## src/rtl/core_pkg.sv

```systemverilog
// rtl/core_pkg.sv - scalar-core types shared with the vector launcher
package core_pkg;

    localparam int unsigned InsnIdW = 4;

    typedef logic [InsnIdW-1:0] insn_id_t;

endpackage

```

## src/rtl/rvv_pkg.sv

```systemverilog
// rtl/rvv_pkg.sv - vector issue request, in-flight entry and hazard helper
package rvv_pkg;

    import core_pkg::*;

    typedef logic [4:0] vreg_t;

    typedef enum logic [2:0] {
        VADD = 3'd0,
        VSUB = 3'd1,
        VMUL = 3'd2,
        VLE  = 3'd3,
        VSE  = 3'd4
    } vop_e;

    typedef struct packed {
        vop_e        vop;
        vreg_t       vs1;
        vreg_t       vs2;
        vreg_t       vd;
        logic [1:0]  use_vs;
        logic        use_vd;
        logic [1:0]  vew;
        logic [7:0]  vlb;
        logic [31:0] scalar_op;
        insn_id_t    insn_id;
        logic        flip_bit;
    } issue_req_t;

    typedef struct packed {
        insn_id_t   insn_id;
        vreg_t      vd;
        logic       use_vd;
        vreg_t      vs1;
        vreg_t      vs2;
        logic [1:0] use_vs;
        logic       done;
        logic       valid;
    } inflight_entry_t;

    // Loads and stores go to the memory unit, everything else to arithmetic.
    function automatic logic is_mem_op(vop_e op);
        return (op == VLE) || (op == VSE);
    endfunction

    // RAW, WAW or WAR between an in-flight entry and the pending request.
    function automatic logic entry_conflict(inflight_entry_t e, vreg_t vs1, vreg_t vs2,
                                            vreg_t vd, logic [1:0] use_vs, logic use_vd);
        logic raw;
        logic waw;
        logic war;
        raw = e.use_vd && ((use_vs[0] && (e.vd == vs1)) || (use_vs[1] && (e.vd == vs2)));
        waw = e.use_vd && use_vd && (e.vd == vd);
        war = use_vd && ((e.use_vs[0] && (e.vs1 == vd)) || (e.use_vs[1] && (e.vs2 == vd)));
        return raw || waw || war;
    endfunction

endpackage

```

## src/rtl/vinsn_scoreboard.sv

```systemverilog
// rtl/vinsn_scoreboard.sv - in-order in-flight table with done marking, retire and hazard check (RVV_LAUNCHER_FLIP_CHECK_EN adds bad_done_o)
module vinsn_scoreboard
    import core_pkg::*;
    import rvv_pkg::*;
#(
    parameter  int unsigned NrSlots = 4,
    localparam int unsigned SlotW   = $clog2(NrSlots)
) (
    input  logic             clk_i,
    input  logic             rst_ni,
    input  logic             fire_i,
    input  insn_id_t         lr_insn_id_i,
    input  vreg_t            lr_vs1_i,
    input  vreg_t            lr_vs2_i,
    input  vreg_t            lr_vd_i,
    input  logic [1:0]       lr_use_vs_i,
    input  logic             lr_use_vd_i,
    input  logic             arith_done_i,
    input  logic [SlotW-1:0] arith_done_slot_i,
    input  logic             mem_done_i,
    input  logic [SlotW-1:0] mem_done_slot_i,
    output logic             hazard_o,
    output logic             full_o,
    output logic             empty_o,
    output logic [SlotW-1:0] tail_o,
`ifdef RVV_LAUNCHER_FLIP_CHECK_EN
    output logic             bad_done_o,
`endif
    output logic             commit_valid_o,
    output insn_id_t         commit_insn_id_o
);

    inflight_entry_t entry_q [NrSlots];
    inflight_entry_t entry_d [NrSlots];
    logic [SlotW-1:0] head_q, head_d;
    logic [SlotW-1:0] tail_q, tail_d;
    logic [SlotW:0]   count_q, count_d;
    logic             commit_valid_q, commit_valid_d;
    insn_id_t         commit_id_q, commit_id_d;
    logic             retire;

    assign full_o           = (count_q == (SlotW+1)'(NrSlots));
    assign empty_o          = (count_q == '0);
    assign tail_o           = tail_q;
    assign commit_valid_o   = commit_valid_q;
    assign commit_insn_id_o = commit_id_q;

`ifdef RVV_LAUNCHER_FLIP_CHECK_EN
    assign bad_done_o = (arith_done_i && !entry_q[arith_done_slot_i].valid) ||
                        (mem_done_i   && !entry_q[mem_done_slot_i].valid);
`endif

    // Hazard against registered, still-pending entries only.
    always_comb begin
        hazard_o = 1'b0;
        for (int i = 0; i < NrSlots; i++) begin
            if (entry_q[i].valid && !entry_q[i].done &&
                entry_conflict(entry_q[i], lr_vs1_i, lr_vs2_i, lr_vd_i, lr_use_vs_i, lr_use_vd_i)) begin
                hazard_o = 1'b1;
            end
        end
    end

    // Next table state: mark completions, retire the head, append the fired request.
    always_comb begin
        entry_d        = entry_q;
        head_d         = head_q;
        tail_d         = tail_q;
        commit_id_d    = commit_id_q;
        retire         = entry_q[head_q].valid && entry_q[head_q].done;
        commit_valid_d = retire;
        if (arith_done_i && entry_q[arith_done_slot_i].valid) begin
            entry_d[arith_done_slot_i].done = 1'b1;
        end
        if (mem_done_i && entry_q[mem_done_slot_i].valid) begin
            entry_d[mem_done_slot_i].done = 1'b1;
        end
        if (retire) begin
            commit_id_d           = entry_q[head_q].insn_id;
            entry_d[head_q].valid = 1'b0;
            head_d                = head_q + SlotW'(1);
        end
        if (fire_i) begin
            entry_d[tail_q].insn_id = lr_insn_id_i;
            entry_d[tail_q].vd      = lr_vd_i;
            entry_d[tail_q].use_vd  = lr_use_vd_i;
            entry_d[tail_q].vs1     = lr_vs1_i;
            entry_d[tail_q].vs2     = lr_vs2_i;
            entry_d[tail_q].use_vs  = lr_use_vs_i;
            entry_d[tail_q].done    = 1'b0;
            entry_d[tail_q].valid   = 1'b1;
            tail_d                  = tail_q + SlotW'(1);
        end
        count_d = count_q + (SlotW+1)'(fire_i) - (SlotW+1)'(retire);
    end

    // Table registers; only the control bits of each entry are reset.
    always_ff @(posedge clk_i or negedge rst_ni) begin
        if (!rst_ni) begin
            for (int i = 0; i < NrSlots; i++) begin
                entry_q[i].valid <= 1'b0;
                entry_q[i].done  <= 1'b0;
            end
            head_q         <= '0;
            tail_q         <= '0;
            count_q        <= '0;
            commit_valid_q <= 1'b0;
            commit_id_q    <= '0;
        end else begin
            entry_q        <= entry_d;
            head_q         <= head_d;
            tail_q         <= tail_d;
            count_q        <= count_d;
            commit_valid_q <= commit_valid_d;
            commit_id_q    <= commit_id_d;
        end
    end

endmodule

```

## src/rtl/vinsn_launcher.sv

```systemverilog
// rtl/vinsn_launcher.sv - launch register, unit dispatch and optional flip-bit checker (RVV_LAUNCHER_FLIP_CHECK_EN)
module vinsn_launcher
    import core_pkg::*;
    import rvv_pkg::*;
#(
    parameter  int unsigned NrSlots = 4,
    localparam int unsigned SlotW   = $clog2(NrSlots)
) (
    input  logic             clk_i,
    input  logic             rst_ni,
    input  logic             req_valid_i,
    output logic             req_ready_o,
    input  issue_req_t       issue_req_i,
    output logic             arith_valid_o,
    input  logic             arith_ready_i,
    output logic             mem_valid_o,
    input  logic             mem_ready_i,
    output issue_req_t       disp_req_o,
    output logic [SlotW-1:0] disp_slot_o,
    input  logic             arith_done_i,
    input  logic             mem_done_i,
    input  logic [SlotW-1:0] arith_done_slot_i,
    input  logic [SlotW-1:0] mem_done_slot_i,
    output logic             commit_valid_o,
    output insn_id_t         commit_insn_id_o,
    output logic             busy_o,
    output logic             protocol_err_o
);

    logic       launch_valid_q, launch_valid_d;
    issue_req_t launch_req_q, launch_req_d;
    logic       lr_is_mem;
    logic       launch_ok;
    logic       launch_fire;
    logic       accept;
    logic       hazard;
    logic       full;
    logic       empty;
`ifdef RVV_LAUNCHER_FLIP_CHECK_EN
    logic       bad_done;
    logic       exp_flip_q, exp_flip_d;
    logic       err_q, err_d;
`endif

    // Dispatch handshake and launch-register next state; valid cannot drop before ready.
    always_comb begin
        lr_is_mem      = is_mem_op(launch_req_q.vop);
        launch_ok      = launch_valid_q && !hazard && !full;
        arith_valid_o  = launch_ok && !lr_is_mem;
        mem_valid_o    = launch_ok && lr_is_mem;
        launch_fire    = (arith_valid_o && arith_ready_i) || (mem_valid_o && mem_ready_i);
        req_ready_o    = !launch_valid_q || launch_fire;
        accept         = req_valid_i && req_ready_o;
        launch_valid_d = launch_valid_q;
        launch_req_d   = launch_req_q;
        if (launch_fire) begin
            launch_valid_d = 1'b0;
        end
        if (accept) begin
            launch_valid_d = 1'b1;
            launch_req_d   = issue_req_i;
        end
    end

    // Launch register valid bit.
    always_ff @(posedge clk_i or negedge rst_ni) begin
        if (!rst_ni) begin
            launch_valid_q <= 1'b0;
        end else begin
            launch_valid_q <= launch_valid_d;
        end
    end

    // Launch register payload, qualified by launch_valid_q so it needs no reset.
    always_ff @(posedge clk_i) begin
        launch_req_q <= launch_req_d;
    end

    assign disp_req_o  = launch_valid_q ? launch_req_q : '0;
    assign busy_o      = launch_valid_q || !empty;

    vinsn_scoreboard #(
        .NrSlots (NrSlots)
    ) u_scoreboard (
        .clk_i             (clk_i),
        .rst_ni            (rst_ni),
        .fire_i            (launch_fire),
        .lr_insn_id_i      (launch_req_q.insn_id),
        .lr_vs1_i          (launch_req_q.vs1),
        .lr_vs2_i          (launch_req_q.vs2),
        .lr_vd_i           (launch_req_q.vd),
        .lr_use_vs_i       (launch_req_q.use_vs),
        .lr_use_vd_i       (launch_req_q.use_vd),
        .arith_done_i      (arith_done_i),
        .arith_done_slot_i (arith_done_slot_i),
        .mem_done_i        (mem_done_i),
        .mem_done_slot_i   (mem_done_slot_i),
        .hazard_o          (hazard),
        .full_o            (full),
        .empty_o           (empty),
        .tail_o            (disp_slot_o),
`ifdef RVV_LAUNCHER_FLIP_CHECK_EN
        .bad_done_o        (bad_done),
`endif
        .commit_valid_o    (commit_valid_o),
        .commit_insn_id_o  (commit_insn_id_o)
    );

`ifdef RVV_LAUNCHER_FLIP_CHECK_EN
    // Expected flip bit toggles per accept; any mismatch or stray done latches the error.
    always_comb begin
        exp_flip_d = exp_flip_q;
        err_d      = err_q;
        if (accept) begin
            exp_flip_d = !exp_flip_q;
            if (issue_req_i.flip_bit != exp_flip_q) begin
                err_d = 1'b1;
            end
        end
        if (bad_done) begin
            err_d = 1'b1;
        end
    end

    // Flip checker state.
    always_ff @(posedge clk_i or negedge rst_ni) begin
        if (!rst_ni) begin
            exp_flip_q <= 1'b0;
            err_q      <= 1'b0;
        end else begin
            exp_flip_q <= exp_flip_d;
            err_q      <= err_d;
        end
    end

    assign protocol_err_o = err_q;
`else
    assign protocol_err_o = 1'b0;
`endif

endmodule

```

## config.mk

```make
export PLATFORM = sky130hd
export DESIGN_NAME = vinsn_launcher
export DESIGN_NICKNAME = d
export VERILOG_FILES = /design/src/rtl/core_pkg.sv /design/src/rtl/rvv_pkg.sv /design/src/rtl/vinsn_scoreboard.sv /design/src/rtl/vinsn_launcher.sv
export SDC_FILE = /design/constraint.sdc
export NUM_CORES = 1
export LEC_CHECK = 0
export BUFFER_PORTS_ARGS = -buffer_cell sky130_fd_sc_hd__buf_4
export CORE_ASPECT_RATIO = 2
export CORE_MARGIN = 2
export CORE_UTILIZATION = 30
export CTS_CLUSTER_DIAMETER = 30
export DETAILED_ROUTE_END_ITERATION = 6
export SLEW_MARGIN = 20
export SYNTH_ARGS = -nofsm -noshare
export SYNTH_HDL_FRONTEND = slang
export SYNTH_SLANG_ARGS = --single-unit
```

## constraint.sdc

```tcl
create_clock -name clk_i -period 5.3 [get_ports clk_i]
set_clock_uncertainty 0.2 [all_clocks]
set_input_delay 0.53 -clock clk_i [delete_from_list [all_inputs] [get_ports clk_i]]
set_output_delay 0.53 -clock clk_i [all_outputs]
set_load 0.05 [all_outputs]
```

== Word-level counts from Yosys, hierarchy flattened ==
Index checks and enable logic that the tools add are counted.

* Register bits: 177
* Latch bits: 0
* Memory bits (writable): 0
* Bits in read-only memories: 0
* Input port bits: 79
* Output and inout port bits: 80
* Memories kept: 0

* Add/sub/neg operators: 4
* Multiply operators: 0
* Div/mod/pow operators: 0
* Magnitude comparators: 8
* Equal/unequal tests: 23
* Shift operators: 0
* Muxes and demuxes: 53
* Bitwise operators: 4
* Reduce and logical (&&, ||, !) cells: 85

{| class="wikitable"
|+ Operators by type and width
! kind !! number
|-
| $bwmux W96 || 11
|-
| $demux W24 S2 || 11
|-
| $mux W96 || 4
|-
| $bmux W24 S2 || 3
|-
| $eq A5 B5 Y1 || 20
|-
| $mux W24 || 3
|-
| $mux W68 || 1
|-
| $logic_and A1 B1 Y1 || 54
|-
| $logic_or A1 B1 Y1 || 20
|-
| $mux W20 || 1
|-
| $mux W15 || 1
|-
| $mux W14 || 1
|-
| $ge A3 B3 Y1 const B || 4
|-
| $lt A3 B1 Y1 const B || 4
|-
| $mux W1 || 12
|-
| $not A2 Y3 || 4
|-
| $logic_not A1 Y1 || 9
|-
| $mux W9 || 1
|-
| $eq A3 B3 Y1 const B || 2
|-
| $mux W2 || 3
|-
| $add A2 B1 Y2 const B || 2
|-
| $mux W4 || 1
|-
| $add A3 B1 Y3 || 1
|-
| $eq A3 B2 Y1 const B || 1
|-
| other kinds (3) || 3
|}

== Longest topological paths before layout ==
Gate-level depths: netlist of the first run.

* Depth after elaboration: 20
* Mapped depth: 13

== Hierarchy ==
A second synthesis of the first run with hierarchy kept.

* Cells, all modules: 635
* Area, all modules: 8500.7 um^2

{| class="wikitable"
|+ Modules (own cells, without submodules)
! module !! times used !! cells an instance !! area an instance (um^2)
|-
| vinsn_scoreboard || 1 || 471 || 5849.4
|-
| vinsn_launcher || 1 || 164 || 2651.3
|}

== Worst setup path before layout of the first run ==
OpenSTA, ideal clock, no wires.

* Kind: flip-flop to flip-flop
* From: reg launch_req_q[47] (netlist name)
* To: reg launch_req_q[0] (netlist name), enable pin
* Data arrival time: 5018 ps
* Data required time: 4588 ps
* Slack: -430 ps
* Cell stages (with the launch flop): 9
* Buffers on the path: 1
* Cell sequence: edfxtp_1 -> buf_2 -> and3b_1 -> nand4_1 -> nor4_1 -> nor4_2 -> nand4_4 -> or2_4 -> a21boi_1

* Word-level cells in the longest chain between the ends: 17
* Elaborated cells between the ends (all ways): 38
* Classes of those cells: mux: 4; reduce/logical: 34

{| class="wikitable"
|+ RTL lines
! item !! RTL line !! source
|-
| start: declaration || vinsn_launcher.sv:31 || <nowiki>issue_req_t launch_req_q, launch_req_d;</nowiki>
|-
| start signal: assignment || vinsn_launcher.sv:76 || <nowiki>launch_req_q <= launch_req_d;</nowiki>
|-
| $logic_and A1 B1 Y1 (2 in series) || rvv_pkg.sv:53 || <nowiki>waw = e.use_vd && use_vd && (e.vd == vd);</nowiki>
|-
| $logic_or A1 B1 Y1 (2 in series) || rvv_pkg.sv:55 || <nowiki>return raw || waw || war;</nowiki>
|-
| $logic_and A1 B1 Y1 || vinsn_scoreboard.sv:57 || <nowiki>if (entry_q[i].valid && !entry_q[i].done &&</nowiki>
|-
| $mux W1 (3 in series) || vinsn_scoreboard.sv:57 ||
|-
| $mux W1 * || vinsn_scoreboard.sv:57 ||
|-
| $logic_not A1 Y1 * || vinsn_launcher.sv:48 || <nowiki>launch_ok = launch_valid_q && !hazard && !full;</nowiki>
|-
| $logic_and A1 B1 Y1 * (2 in series) || vinsn_launcher.sv:48 ||
|-
| $logic_and A1 B1 Y1 (on tied branches) || vinsn_launcher.sv:49, vinsn_launcher.sv:50 ||
|-
| $logic_and A1 B1 Y1 || vinsn_launcher.sv:51 || <nowiki>launch_fire = (arith_valid_o && arith_ready_i) || (mem_valid_o && mem_ready_i);</nowiki>
|-
| $logic_or A1 B1 Y1 * || vinsn_launcher.sv:51 ||
|-
| $logic_or A1 B1 Y1 * || vinsn_launcher.sv:52 || <nowiki>req_ready_o = !launch_valid_q || launch_fire;</nowiki>
|-
| $logic_and A1 B1 Y1 * || vinsn_launcher.sv:53 || <nowiki>accept = req_valid_i && req_ready_o;</nowiki>
|-
| named net accept || vinsn_launcher.sv:35 || <nowiki>logic accept;</nowiki>
|}

Mark *: on every way through the listed nets, which the timed path passes. The rest lies on a longest branch.
A chain may end at the register's enable or synchronous reset.

== Worst setup path after layout of the first run ==
* From: reg launch_req_q[51] (netlist name)
* To: out req_ready_o

* Word-level cells in the longest chain between the ends: 17
* Elaborated cells between the ends (all ways): 57
* Classes of those cells: eq/ne: 12; mux: 4; reduce/logical: 41

{| class="wikitable"
|+ RTL lines
! item !! RTL line !! source
|-
| $eq A5 B5 Y1 || rvv_pkg.sv:54 || <nowiki>war = use_vd && ((e.use_vs[0] && (e.vs1 == vd)) || (e.use_vs[1] && (e.vs2 == vd)));</nowiki>
|-
| $logic_and A1 B1 Y1 || rvv_pkg.sv:54 ||
|-
| $logic_or A1 B1 Y1 || rvv_pkg.sv:54 ||
|-
| $logic_and A1 B1 Y1 || rvv_pkg.sv:54 ||
|-
| $logic_or A1 B1 Y1 || rvv_pkg.sv:55 ||
|-
| $logic_and A1 B1 Y1 || vinsn_scoreboard.sv:57 ||
|-
| $mux W1 (3 in series) || vinsn_scoreboard.sv:57 ||
|-
| $mux W1 * || vinsn_scoreboard.sv:57 ||
|-
| $logic_not A1 Y1 * || vinsn_launcher.sv:48 ||
|-
| $logic_and A1 B1 Y1 * (2 in series) || vinsn_launcher.sv:48 ||
|-
| $logic_and A1 B1 Y1 (on tied branches) || vinsn_launcher.sv:49, vinsn_launcher.sv:50 ||
|-
| $logic_and A1 B1 Y1 || vinsn_launcher.sv:51 ||
|-
| $logic_or A1 B1 Y1 * || vinsn_launcher.sv:51 ||
|-
| $logic_or A1 B1 Y1 * || vinsn_launcher.sv:52 ||
|-
| end: declaration || vinsn_launcher.sv:12 || <nowiki>output logic req_ready_o,</nowiki>
|}

Mark *: on every way between the ends. The rest lies on a longest branch, timed or not.

==> impl_metrics.env, run 1 <==
export IMPL_dr_total_vias=5261
export IMPL_fp_dieW_um=123
export IMPL_path_depth=8
export IMPL_path_clk_slew_ps=60
export IMPL_syn_to_final_growth_pct=24.0
export IMPL_cts_buffers=17
export IMPL_rr_worst_depth=7
export IMPL_fmax_mhz=251
export IMPL_ir_worst_vdd_mv=0.355
export IMPL_syn_inst=640
export IMPL_maxCapViolations=0
export IMPL_cts_resized=0
export IMPL_drive_above_1_share_pct=27.5
export IMPL_cts_sinks=177
export IMPL_cts_tree="done"
export IMPL_antenna_left=0
export IMPL_critPathMaxStageDelay_ps=1050
export IMPL_leakagePower_uw=0.00397
export IMPL_nets=874
export IMPL_synthMuxAreaShare_pct=1.76
export IMPL_drc=0
export IMPL_startpoint="launch_req_q[51]"
export IMPL_status="finished, final reports clean"
export IMPL_synth_adder_area_share_pct=1.70
export IMPL_dr_pass1_iters=4
export IMPL_slew_violations=0
export IMPL_fp_dieH_um=243
export IMPL_swShare_pct=39.7
export IMPL_worst_setup_path_start_kind="flip-flop"
export IMPL_drtIter0Drc=317
export IMPL_grt_pass1_wl_mm=32.9
export IMPL_syn_area_um2=8550
export IMPL_setup_viol_count_final=0
export IMPL_wl_per_cell_um=18.9
export IMPL_vias_per_cell=4.56
export IMPL_synth_top_family_by_area="simple AND/OR/NAND/NOR gates"
export IMPL_dpl_worst_slack_ps=1260
export IMPL_cts_root_buf="clkbuf_16"
export IMPL_yosysWarnings=0
export IMPL_pwr_share_clk_pct=22.8
export IMPL_grt_setup_unrepaired="no"
export IMPL_grt_overflow=0
export IMPL_crit_path_end_kind="output port"
export IMPL_antenna_found_initial=0
export IMPL_crit_chain="xnor2_1, nand4_1, nor4_1, nor4_4, nand4_4, or2_4, nand2_1, buf_4"
export IMPL_synthTopCellsByArea="edfxtp_1 (55%), and2_1 (12%), xnor2_1 (7.1%)"
export IMPL_intPower_uw=3460
export IMPL_r2r_end="u_scoreboard.entry_q[63]"
export IMPL_fin_crit_sh_pct=75.2
export IMPL_combPwrFrac_pct=38.2
export IMPL_power_switching_uw=2280
export IMPL_cellPowerDensity_nw_per_um2=542
export IMPL_fin_util_pct=37.7
export IMPL_synth_enable_flop_cells=156
export IMPL_post_cts_buffers=0
export IMPL_holdCritPathClass="input pin to flip-flop"
export IMPL_synth_top_area_share_pct=54.8
export IMPL_setup_ws_ps=1310
export IMPL_yosys_area_share_simple_pct=19.0
export IMPL_h_tree_depth=4
export IMPL_routed_wl_mm=21.8
export IMPL_grt_total_usage_pct=15.4
export IMPL_ys_seq_area_share_pct=61.0
export IMPL_ys_seq_elements=177
export IMPL_fin_crit_ps=3990
export IMPL_critPathSlowestCell="edfxtp_1"
export IMPL_cp_top_family="simple AND/OR/NAND/NOR gates"
export IMPL_cp_max_fo=17
export IMPL_async_reset_ff_share_pct=11.9
export IMPL_rows=87
export IMPL_yosys_most_used_dff="edfxtp_1"
export IMPL_coreArea_um2=28100
export IMPL_portBuffers=157
export IMPL_cts_buffer_depth=2
export IMPL_crit_end="req_ready_o"
export IMPL_synth_xor_area_share_pct=10.7
export IMPL_syn_nets=730
export IMPL_synth_compound_area_share_pct=1.96
export IMPL_gp_congestion=0.871
export IMPL_avgSynthCellArea_um2=13.4
export IMPL_reg2reg_from="launch_req_q[51]"
export IMPL_share_seq_of_total_power_pct=39.0
export IMPL_worstPathBufferInverterCount=1
export IMPL_io_pins=159
export IMPL_synth_cell_types=43
export IMPL_synth_area_leader_cell="edfxtp_1"
export IMPL_synth_top_cells_by_count="and2_1 (160), edfxtp_1 (156), xnor2_1 (69)"
export IMPL_dp_final_hpwl_mm=15.8
export IMPL_clk_latency_ps=430
export IMPL_slew_headroom_pct=29.0
export IMPL_cp_data_required_time_ps=4570
export IMPL_initial_core_util_pct=30.4
export IMPL_path_class="flip-flop to output port"
export IMPL_yosysMostFrequentCell="and2_1"
export IMPL_hold_viol=0
export IMPL_die_area_um2=29900
export IMPL_ctsHoldBuffers=1
export IMPL_grt_max_degree=74
export IMPL_worst_pin_slew_ps=1070
export IMPL_setup_tns_ps=0
export IMPL_grt_pass1_vias=5563
export IMPL_r2r_slack_ps=1340
export IMPL_crit_arrival_ps=3260
## final cells by class
type | count | area (um2)
fill | 2743 | 17500
inverter | 18 | 70.1
tap | 356 | 445
antenna | 1 | 2.50
multi-input combinational | 405 | 3010
sequential | 177 | 5210
clock inverter | 14 | 188
clock buffer | 18 | 429
timing repair buffer | 165 | 1240
## worst min path at each step
| stage | start | cells past startpoint | endpoint |
|---|---|---|---|
| floorplan | rst_ni | 0 | launch_valid_q |
| global placement | rst_ni | 1 | u_scoreboard.commit_insn_id_o[3] |
| detailed placement | rst_ni | 1 | u_scoreboard.commit_insn_id_o[3] |
| CTS | issue_req_i[22] | 1 | launch_req_q[22] |
| global route | issue_req_i[22] | 1 | launch_req_q[22] |
| finish | issue_req_i[63] | 1 | launch_req_q[63] |
## power by group through the flow
stage | combinational (uW) | sequential [uW] | clock [uW]
after floorplan | 1680 | 2110 | 0
after global placement | 2210 | 2270 | 0
after detailed placement | 2220 | 2280 | 0
after CTS | 2230 | 2250 | 1340
after global routing | 2350 | 2280 | 1390
final | 2190 | 2240 | 1310
## worst register-to-register path: stages, from the launching register on
cell and delay (ps):
edfxtp_1 1050, xor2_1 380, nor4_1 160, nor4_4 270, nand4_4 240, nor3_4 220
buf_4 250, and2_1 810
## cells by family (layout without fill, tap and decap cells)
logic type / Yosys count / in the layout
flip-flops: 177 / 177
other: 1 / 2
adder cells (fa/ha/maj): 11 / 11
buffers and inverters: 58 / 215
XOR/XNOR: 104 / 104
AO/OA/AOI/OAI: 25 / 25
multiplexers: 9 / 9
AND/OR/NAND/NOR: 255 / 255
## per-stage QoR
step / std cells / hold slack [ps] / total power (uW) / cell area (um2)
6_report: 1154 / 70.1 / 5740 / 10600
5_1_grt: 1153 / 41.3 / 6020 / 10600
4_1_cts: 1153 / 42.2 / 5820 / 10600
3_5_place_dp: 1120 / 254 / 4490 / 9970
3_3_place_gp: 1120 / 257 / 4480 / 9970
2_1_floorplan: 640 / 34.4 / 3790 / 8550
## flip-flops by register name, summed over array words and instances, names as in the netlist
name                           count
u_scoreboard.commit_valid_o        1
launch_valid_q                     1
u_scoreboard.tail_o                2
u_scoreboard.entry_q              96
u_scoreboard.commit_insn_id_o      4
launch_req_q                      68
u_scoreboard.count_q               3
u_scoreboard.head_q                2
## cells in the final DEF (no fill, tap or decap), types with 5 or more instances in the layout
cell type and instances:
nand4_1 15, buf_4 164, inv_1 17, ha_1 10, dfrtp_1 20, clkinv_2 5
xor2_1 35, nand2_1 16, nor2_1 10, o22ai_1 6, a21o_1 5, clkbuf_16 17
and2_1 160, xnor2_1 69, nor4_1 15, a21oi_1 6, nand3_1 14, nor2b_1 5
edfxtp_1 156
## routing by layer
| metal | routed length, um | GRT usage (%) | vias up | share of wire (%) |
|---|---|---|---|---|
| met5 | 0 | 0 | - | 0 |
| met4 | 956 | 8.72 | 0 | 4.4 |
| met3 | 871 | 3.48 | 42 | 4.0 |
| met2 | 12900 | 29.2 | 172 | 59 |
| met1 | 7040 | 14.4 | 2569 | 32 |
| li1 | - | - | 2478 | - |
Power figures use the tool's default switching activity.
==> run 2, diff against run 1 <==
==> constraint.sdc (replaced) <==
create_clock -name clk_i -period 3.75 [get_ports clk_i]
set_clock_uncertainty 0.2 [all_clocks]
set_input_delay 0.375 -clock clk_i [delete_from_list [all_inputs] [get_ports clk_i]]
set_output_delay 0.375 -clock clk_i [all_outputs]
set_load 0.05 [all_outputs]
==> run 2 against run 1 <==
Sequential power increased by 34%. Cell area increased by 8.8%. Flip-flop and latch count unchanged. Clock-buffer cell count decreased by 1. Setup slack got worse by 1200 ps. Power increased by 44%. Critical path type unchanged. Highest routed layer unchanged. Global-route usage increased by 0.67 points. Sequential share of layout area decreased by 4.0 points. Wire length increased by 3.7%. Utilization increased by 3.3 points.
==> impl_metrics.env, run 2 (same netlist as run 1, synthesis figures left out) <==
export IMPL_syn_to_final_growth_pct=34.9
export IMPL_dp_cells=1147
export IMPL_io_pins=159
export IMPL_swShare_pct=40.4
export IMPL_cts_buffer_depth=2
export IMPL_share_seq_of_total_power_pct=36.3
export IMPL_vias_per_cell=4.49
export IMPL_cts_root_buf="clkbuf_16"
export IMPL_grt_overflow=0
export IMPL_initial_core_util_pct=30.4
export IMPL_coreArea_um2=28100
export IMPL_pwr_share_clk_pct=21.4
export IMPL_portBuffers=157
export IMPL_grt_total_usage_pct=16.0
export IMPL_cp_max_fo=8
export IMPL_drtIter0Drc=215
export IMPL_slew_violations=0
export IMPL_cts_tree="done"
export IMPL_cp_data_required_time_ps=3170
export IMPL_diodes=0
export IMPL_rows=87
export IMPL_fp_dieH_um=243
export IMPL_highest_layer="met4"
export IMPL_h_tree_depth=4
export IMPL_die_area_um2=29900
export IMPL_path_class="flip-flop to output port"
export IMPL_fp_dieW_um=123
export IMPL_maxCapViolations=0
export IMPL_most_common_layout_cells="buf_4 (188), and2_1 (160), edfxtp_1 (156), dlygate4sd3_1 (70), xnor2_1 (69)"
export IMPL_status="finished, final reports clean"
export IMPL_clk_latency_ps=440
export IMPL_nets=972
export IMPL_gp_congestion=0.908
export IMPL_regMostFlops="u_scoreboard.entry_q"
export IMPL_largest_reg_flops=96
export IMPL_holdCritPathClass="input pin to flip-flop"
export IMPL_ir_worst_vdd_mv=0.511
export IMPL_intPower_uw=4920
export IMPL_setup_tns_ps=0
export IMPL_wl_per_cell_um=18.1
export IMPL_dr_total_vias=5615
export IMPL_drive_above_1_share_pct=27.7
export IMPL_setup_viol_count_final=0
export IMPL_layout_commonest_cell="buf_4"
export IMPL_worst_setup_path_start_kind="flip-flop"
export IMPL_cts_sinks=177
export IMPL_drt_met1_wl_mm=7.71
export IMPL_slew_headroom_pct=55.2
export IMPL_met3_length_um=686
export IMPL_fillers=2679
export IMPL_routed_wl_mm=22.6
export IMPL_dp_final_hpwl_mm=16.2
export IMPL_hold_viol=0
export IMPL_cellPowerDensity_nw_per_um2=715
export IMPL_dr_pass1_iters=4
export IMPL_fin_crit_ps=3590
export IMPL_grt_max_degree=73
export IMPL_leakagePower_uw=0.00439
export IMPL_fin_cells=1250
export IMPL_crit_arrival_ps=3010
export IMPL_worst_pin_slew_ps=665
export IMPL_antenna_left=0
export IMPL_combPwrFrac_pct=42.3
export IMPL_fmax_mhz=279
export IMPL_power_switching_uw=3330
export IMPL_drc=0
export IMPL_crit_path_end_kind="output port"
export IMPL_cts_buffers=17
export IMPL_path_clk_slew_ps=70
export IMPL_route_met2_wl_mm=13.1
export IMPL_antenna_found_initial=0
export IMPL_fin_crit_sh_pct=95.6
export IMPL_grt_setup_unrepaired="no"
export IMPL_grt_pass1_vias=6190
export IMPL_grt_pass1_wl_mm=35.1
-- run 2: routing by layer --
metal  GRT usage [%]  up-vias
li1                -     2681
met1            15.7     2734
met2            30.2      147
met3            2.89       53
met4            9.26        0
met5               0        -
-- run 2: path summary, 6_finish.rpt --
path	endpoint	from	cells after the start	slack, ps
max	mem_valid_o	launch_req_q[52]	9	160
min	u_scoreboard.entry_q[73]	arith_done_slot_i[1]	4	130
max reg2reg	u_scoreboard.count_q[2]	launch_req_q[52]	11	390
min reg2reg	u_scoreboard.commit_insn_id_o[1]	u_scoreboard.commit_insn_id_o[1]	1	310
max in group asynchronous	launch_valid_q	rst_ni	2	2890
min in group asynchronous	u_scoreboard.commit_valid_o	rst_ni	2	170
-- run 2: power by group through the flow --
| stage | sequential [uW] | combinational (uW) | clock [uW] |
|---|---|---|---|
| after floorplan | 2970 | 2380 | 0 |
| after global placement | 3040 | 3430 | 0 |
| after detailed placement | 3060 | 3440 | 0 |
| after CTS | 3010 | 3510 | 1800 |
| after global routing | 3050 | 3740 | 1860 |
| final | 3000 | 3490 | 1760 |
-- run 2: worst max-delay path, cell delays in order, from the launching register on --
cell and delay (ps):
edfxtp_1 570, buf_4 270, xor2_1 180, nor4_1 620, nor4_2 150, nand4_4 130, buf_4 190, nand2b_1 180
nor2b_1 70, buf_4 190
-- run 2: layout make-up --
class                   instances  area, um2  area share [%]
flip-flops and latches        177       5210            45.2
multi-input cells             405       3010            26.1
repair buffers                263       2210            19.2
well taps                     356        445            3.86
clock buffers                  17        425            3.69
clock inverters                14        155            1.35
inverters                      18       70.1           0.608
-- run 2: timing repair --
| item | 4_1_cts | 5_1_grt |
|---|---|---|
| hold endpoints to repair | 90 | 0 |
| resized for setup | 0 | 0 |
| hold buffers | 70 | 0 |
| setup buffers | 0 | 2 |
| endpoints found under the setup margin | 0 | 1 |
-- run 2: metrics by stage --
stage	utilization [%]	power, uW	hold WS (ps)	area [um2]	setup WS (ps)
finish	41.1	8250	132	11500	165
global route	41.1	8650	162	11500	57.6
CTS	41.0	8330	126	11500	151
detailed placement	36.4	6500	98.6	10200	422
global placement	36.4	6480	94.6	10200	445
floorplan	-	5350	-121	8560	188
